`src/rtl/mul_long_seq.sv`:
```
// mul_long_seq -- iterative 32x32->64 long-multiply sequencer (UMULL/SMULL/UMLAL/SMLAL).
//
// A radix-2 shift-add loop runs over the operand magnitudes for exactly WIDTH
// cycles. A single fix-up cycle then applies the sign and the optional
// accumulate, and registers the 64-bit result.
//
// Ports:
//   clk        in   rising-edge clock
//   reset      in   synchronous, active-low reset
//   start      in   operation request, sampled only in IDLE
//   is_signed  in   1 = signed multiply (captured with start)
//   accumulate in   1 = add acc_in to the product (captured with start)
//   a, b       in   multiplicand / multiplier (captured with start)
//   acc_in     in   {RdHi,RdLo} accumulate value (captured with start)
//   busy       out  high while in CALC and FIX
//   done       out  one-cycle completion pulse
//   result_hi  out  result bits [2*WIDTH-1:WIDTH]
//   result_lo  out  result bits [WIDTH-1:0]
module mul_long_seq #(
    parameter int unsigned WIDTH = 32,
    parameter int unsigned CNT_W = 5
) (
    input  logic                 clk,
    input  logic                 reset,
    input  logic                 start,
    input  logic                 is_signed,
    input  logic                 accumulate,
    input  logic [WIDTH-1:0]     a,
    input  logic [WIDTH-1:0]     b,
    input  logic [2*WIDTH-1:0]   acc_in,
    output logic                 busy,
    output logic                 done,
    output logic [WIDTH-1:0]     result_hi,
    output logic [WIDTH-1:0]     result_lo
);

    typedef enum logic [1:0] {
        S_IDLE = 2'd0,
        S_CALC = 2'd1,
        S_FIX  = 2'd2,
        S_DONE = 2'd3
    } state_t;

    localparam logic [CNT_W-1:0] LAST_CNT = CNT_W'(WIDTH - 1);

    state_t               state_q, state_d;
    logic [WIDTH-1:0]     mcand_q, mcand_d;
    logic [WIDTH-1:0]     mplier_q, mplier_d;
    logic [2*WIDTH-1:0]   prod_q, prod_d;
    logic [2*WIDTH-1:0]   acc_q, acc_d;
    logic [2*WIDTH-1:0]   result_q, result_d;
    logic [CNT_W-1:0]     count_q, count_d;
    logic                 neg_q, neg_d;
    logic                 accum_q, accum_d;

    logic [WIDTH-1:0]     a_mag, b_mag;
    logic [2*WIDTH-1:0]   addend;
    logic [2*WIDTH-1:0]   fixed;

    // State register
    always_ff @(posedge clk) begin
        if (!reset) begin
            state_q <= S_IDLE;
        end else begin
            state_q <= state_d;
        end
    end

    // Next-state logic
    always_comb begin
        state_d = state_q;
        case (state_q)
            S_IDLE: if (start) state_d = S_CALC;
            S_CALC: if (count_q == LAST_CNT) state_d = S_FIX;
            S_FIX:  state_d = S_DONE;
            S_DONE: state_d = S_IDLE;
            default: state_d = S_IDLE;
        endcase
    end

    // Output decode
    always_comb begin
        busy = 1'b0;
        done = 1'b0;
        case (state_q)
            S_CALC, S_FIX: busy = 1'b1;
            S_DONE:        done = 1'b1;
            default: ;
        endcase
    end

    // Magnitudes; the most negative value maps onto itself, which is the
    // correct unsigned magnitude.
    always_comb begin
        a_mag = (is_signed && a[WIDTH-1]) ? (~a + 1'b1) : a;
        b_mag = (is_signed && b[WIDTH-1]) ? (~b + 1'b1) : b;
    end

    always_comb begin
        addend = mplier_q[0] ? ({{WIDTH{1'b0}}, mcand_q} << count_q) : '0;
        fixed  = neg_q ? (~prod_q + 1'b1) : prod_q;
        if (accum_q) begin
            fixed = fixed + acc_q;
        end
    end

    // Datapath next-state
    always_comb begin
        mcand_d  = mcand_q;
        mplier_d = mplier_q;
        prod_d   = prod_q;
        acc_d    = acc_q;
        result_d = result_q;
        count_d  = count_q;
        neg_d    = neg_q;
        accum_d  = accum_q;
        case (state_q)
            S_IDLE: begin
                if (start) begin
                    mcand_d  = a_mag;
                    mplier_d = b_mag;
                    prod_d   = '0;
                    acc_d    = acc_in;
                    count_d  = '0;
                    neg_d    = is_signed & (a[WIDTH-1] ^ b[WIDTH-1]);
                    accum_d  = accumulate;
                end
            end
            S_CALC: begin
                prod_d   = prod_q + addend;
                mplier_d = mplier_q >> 1;
                count_d  = count_q + 1'b1;
            end
            S_FIX: begin
                result_d = fixed;
            end
            default: ;
        endcase
    end

    always_ff @(posedge clk) begin
        if (!reset) begin
            mcand_q  <= '0;
            mplier_q <= '0;
            prod_q   <= '0;
            acc_q    <= '0;
            result_q <= '0;
            count_q  <= '0;
            neg_q    <= 1'b0;
            accum_q  <= 1'b0;
        end else begin
            mcand_q  <= mcand_d;
            mplier_q <= mplier_d;
            prod_q   <= prod_d;
            acc_q    <= acc_d;
            result_q <= result_d;
            count_q  <= count_d;
            neg_q    <= neg_d;
            accum_q  <= accum_d;
        end
    end

    assign result_hi = result_q[2*WIDTH-1:WIDTH];
    assign result_lo = result_q[WIDTH-1:0];

endmodule
```
`config.mk`:
```
export PLATFORM = sky130hd
export DESIGN_NAME = mul_long_seq
export DESIGN_NICKNAME = d
export VERILOG_FILES = /design/src/rtl/mul_long_seq.sv
export SDC_FILE = /design/constraint.sdc
export NUM_CORES = 1
export LEC_CHECK = 0
export BUFFER_PORTS_ARGS = -buffer_cell sky130_fd_sc_hd__buf_4
export CAP_MARGIN = 0
export CORE_UTILIZATION = 45
export DETAILED_ROUTE_END_ITERATION = 16
export HOLD_SLACK_MARGIN = 0.03
export PLACE_DENSITY = 0.66
export SLEW_MARGIN = 15
export SYNTH_ARGS = -nofsm -noshare
export SYNTH_HDL_FRONTEND = slang
export SYNTH_SLANG_ARGS = --single-unit
```
`constraint.sdc`:
```
create_clock -name clk -period 5.1 [get_ports clk]
set_clock_uncertainty 0.1 [all_clocks]
set_input_delay 0.255 -clock clk [delete_from_list [all_inputs] [get_ports clk]]
set_output_delay 0.255 -clock clk [all_outputs]
set_load 0.05 [all_outputs]
```
==> impl.org <==
** Timing
- Setup violations remaining at the end of the flow were counted as 1.
- Post-layout min period :: 5.12 ns
- After layout, the worst setup slack is -0.0163 ns.
- Tightest Pin Transition :: 1.00 ns
- Headroom to the max-slew limit came out at 32.4%.
- Unrepaired setup endpoints after global routing :: true
- Endpoints failing hold :: 0
- Final sum of negative setup slack :: -0.0163 ns
- Static timing analysis puts the maximum clock frequency at just under 0.2 GHz.
- The max-slew violation count is 0.
- After layout, the worst path uses 100% of the clock period.

** Synth
- The synthesized design devotes to its leading area cell type 24.4% of total area.
- EDFF count, synth :: 0
- Ys flop type :: sky130_fd_sc_hd__dfxtp_1
- The cell area that synthesis handed to floorplanning was 21700 um2.
- Share of synthesized area occupied by flip-flops and latches :: between 20% and 30%
- By area the synthesized netlist is led by sky130_fd_sc_hd__dfxtp_1, sky130_fd_sc_hd__nand2_1, sky130_fd_sc_hd__ha_1, sky130_fd_sc_hd__a21oi_1, sky130_fd_sc_hd__xnor2_1.
- Synthesis handed over a netlist of ~2900 instances.
- Mapped Avg Cell Area :: ~7.4 um2
- In this run, synthesis produced a sequential element count of between 200 and 300.
- Number of warnings reported in the yosys synthesis log :: 0
- Count of distinct cell types in the synthesized netlist :: 81
- Number of nets in the synthesized netlist :: approximately 3200
- Post-synth ARST share :: 0%
- Of all cell types, the one taking the most synthesized area is sky130_fd_sc_hd__dfxtp_1.

** Clock tree
- The tree is rooted in a sky130_fd_sc_hd__clkbuf_16.
- H-Tree Depth :: 2
- Clock sinks :: roughly 270
- The clock passes through at most 3 buffers.
- TritonCTS clock tree :: done
- Clock transition at path regs :: 0.06 ns
- Clock insertion delay at the later pin of the skew report :: about 0.55 ns
- Number of clock buffers inserted by TritonCTS :: 34

** Critical path
- Most common cell type on the critical path :: sky130_fd_sc_hd__buf_4
- R2R setup slack :: -0.02 ns
- Data arrives at the worst endpoint at 5.42 ns.
- The slowest stage of the critical path belongs to the cell sky130_fd_sc_hd__or4_4.
- Classification of the worst setup path :: flip-flop to flip-flop
- Critical register-to-register path startpoint :: prod_q[2]
- Kind of start point of the critical path :: flip-flop
- Grouping stages by cell kind, the critical path spends the most delay in simple AND/OR/NAND/NOR gates.
- Critical path capture point type :: flip-flop
- Of all nets on the critical path, the largest fanout is 4.
- Critical Path, Cell by Cell :: or4_4 > or4b_4 > or3_4 > o41a_1 > xor2_2 > buf_4 > ha_4 > nand4_1 > buf_4 > nor4_4 > buf_4 > a22oi_2 > nand3_2 > or3_4 > o21ai_4 > nand2_4 > a211oi_2 > xor2_1 > o21ai_1 > o311ai_2
- End of the worst register-to-register path :: result_q[63]
- Worst-case reg-to-reg path depth :: 20
- Critical Path Max Stage Delay :: 0.54 ns
- STA puts the critical path data required time at roughly 5.4 ns.
- Number of buffers and inverters on the critical path :: 3

** GRT
- The first global-routing pass estimated ~120 mm of wire.
- Number of antenna violations at the first check in global routing :: 0
- GRT overflow :: 0
- Vias in the first global route :: roughly 22000
- Maximum number of pins on one net before global-route repair :: 80
- For this run, the total global-route usage over all layers was measured as approximately 30%.

** Finish
- Multi-input gate area :: around 16000 um2
- Fill cells in the final layout number 4396.
- After routing the design area is 28200 um2.
- Storage cell area :: roughly 5300 um2
- After the last flow step, the layout net total stands at approximately 3600.
- For this run, the number of standard cells in the final layout without fillers is around 4000.
- Signed area change from the synthesized netlist to the final layout :: 29.6%
- 0 antenna diodes ended up in the layout.
- In the final layout, the share of cells above drive strength 1 is approximately 21%.

** Floorplan
- Chip height :: 222 um
- Die Outline Area :: between 40000 and 50000 um2
- DIE WIDTH :: roughly 220 um
- Area inside the core boundary :: about 48000 um2
- Io pins :: around 200
- The floorplan has 80 rows.
- For this configuration, the core starts out at a cell density of 45.5%.

** Place
- # port buffers :: 198
- Timing analysis after detailed placement gives a worst setup slack of -0.269 ns.
- Counting tap cells, the placed design contains a total of 3812 instances.
- Routability-driven placement finished with a final weighted congestion of 0.961.
- The HPWL after detailed placement is about 57 mm.
- Summing all placed instances gives a cell area of roughly 25000 um2.

** Hold path
- Cells on Worst Hold Path :: 5
- For hold timing, the worst endpoint is mplier_q[7].
- The startpoint identified for the worst hold timing path is b[7].
- The tightest min-delay check is of the input pin to flip-flop type.

** Status
- The run finished, with violations left.
- The checks that failed: setup timing.

** Drt
- The first detailed-routing pass took 5 iterations.
- Vias after detailed routing :: between 20000 and 25000
- For this block, the routed nets add up to 75.2 mm of wire.
- In the routed layout, each cell is associated on average with a via count of 5.80.
- In the routed design, unresolved DRC markers number 0.
- The first routing iteration left between 1500 and 2000 violations.
- Dividing the detail-routed wire length by the instance count gives between 15 and 20 um.
- The detail route stage leaves a number of antenna-violating nets equal to 0.

** Power
- Peak supply drop :: 0.000273 V
- PwrDens :: around 370 nW/um2
- Leakage power :: 0.0118 uW

** Run
- Max-cap violations :: 0
==> cell usage after synthesis, drive strengths merged (23+ instances only) <==
master	instances
dfxtp	265
and2	31
a21o	58
mux4	24
nand4	40
xor2	83
nand2	508
ha	149
xnor2	146
buf	34
nor3	54
a31oi	29
o21ai	213
inv	52
nor2	241
a21oi	303
a211oi	62
o21bai	23
mux2i	56
o31ai	37
clkbuf	141
or3	25
nand2b	25
nand3	34
a22oi	32
==> area by class of cell <==
| type | instances | area share, % |
|---|---|---|
| Sequential cell | 265 | 18.8 |
| Tap cell | 615 | 2.73 |
| Multi-Input combinational cell | 2436 | 57.4 |
| Clock inverter | 15 | 0.635 |
| Clock buffer | 42 | 3.41 |
| Inverter | 52 | 0.710 |
| Timing Repair Buffer | 568 | 16.2 |
==> layout by cell type (no fill, tap or decap), drive strengths merged, types with 10 or more instances in the layout <==
master	instances
a211oi	62
a21boi	10
a21o	58
a21oi	303
a22oi	32
a311oi	11
a31oi	29
and2	31
and3	12
buf	464
clkbuf	42
dfxtp	265
dlygate4sd3	104
ha	149
inv	55
mux2	16
mux2i	56
mux4	24
nand2	508
nand2b	25
nand3	34
nand4	40
nor2	241
nor2b	16
nor3	54
nor4	18
o211ai	19
o21a	19
o21ai	213
o21bai	23
o221ai	10
o22ai	19
o31ai	37
o41ai	16
or3	25
or4	14
xnor2	146
xor2	83
==> what timing repair did <==
action,in CTS,in global routing
hold buffers,104,0
gates resized for setup,43,85
endpoints found under the setup margin,18,39
buffers inserted,7,14
pin swaps,27,49
hold endpoints to repair,100,0
gates cloned,0,0
==> worst reg2reg max path, stage by stage (launching register included) <==
cell and delay, ns:
sky130_fd_sc_hd__dfxtp_2 0.32, sky130_fd_sc_hd__or4_4 0.54, sky130_fd_sc_hd__or4b_4 0.51, sky130_fd_sc_hd__or3_4 0.35
sky130_fd_sc_hd__o41a_1 0.41, sky130_fd_sc_hd__xor2_2 0.17, sky130_fd_sc_hd__buf_4 0.17, sky130_fd_sc_hd__ha_4 0.22
sky130_fd_sc_hd__nand4_1 0.16, sky130_fd_sc_hd__buf_4 0.16, sky130_fd_sc_hd__nor4_4 0.04, sky130_fd_sc_hd__buf_4 0.14
sky130_fd_sc_hd__a22oi_2 0.16, sky130_fd_sc_hd__nand3_2 0.12, sky130_fd_sc_hd__or3_4 0.38, sky130_fd_sc_hd__o21ai_4 0.20
sky130_fd_sc_hd__nand2_4 0.10, sky130_fd_sc_hd__a211oi_2 0.27, sky130_fd_sc_hd__xor2_1 0.14, sky130_fd_sc_hd__o21ai_1 0.18
sky130_fd_sc_hd__o311ai_2 0.14
==> state kept, by name, indices dropped and copies added (netlist names) <==
register	cells
acc_q	64
accum_q	1
count_q	5
mcand_q	32
mplier_q	32
neg_q	1
prod_q	64
result_q	64
state_q	2
==> cell families (layout without fill, tap and decap cells) <==
logic type	after synthesis	count (layout)	share of synthesized area [%]
AOI/OAI and AO/OA	914	914	26.2
xor gates and xnor gates	229	229	9.22
adders and majority gates	151	151	8.76
buffers and inverters	227	677	3.93
DFF	265	265	24.4
muxes	96	96	5.89
and+or+nand+nor	1046	1046	21.6
==> worst max path at each step <==
stage               slack, ns           end      start  depth (start not counted)
global route            -0.15  result_q[63]  prod_q[2]                         20
floorplan                0.07  result_q[60]  prod_q[2]                         17
finish                  -0.02  result_q[63]  prod_q[2]                         20
CTS                     -0.03  result_q[60]  prod_q[5]                         18
global placement        -0.19  result_q[55]  prod_q[2]                         19
detailed placement      -0.27  result_q[55]  prod_q[2]                         19
==> metrics by stage <==
step                power [uW]  utilization, %  hold WS (ns)
global route             11100            59.0        0.0808
CTS                      10500            58.0        0.0389
global placement          7760            52.9         0.339
floorplan                 6090               -         0.291
detailed placement        7840            52.9         0.343
finish                   10500            59.0        0.0628
==> layer usage <==
layer | vias to the layer above | track usage, % | wire length, um | part of all wire (%)
met2 | 698 | 47.8 | 34100 | 45
met3 | 137 | 3.67 | 3870 | 5.1
met4 | 0 | 9.41 | 2100 | 2.8
li1 | 11400 | - | - | -
met5 | - | 0 | 0 | 0
met1 | 10900 | 40.8 | 35100 | 47
==> report_power, final <==
group / switching (uW) / internal (uW) / total [uW]
clock network: 987 / 1500 / 2480
logic: 3250 / 1920 / 5170
registers: 362 / 2520 / 2880
(Power assumes the default switching activity.)
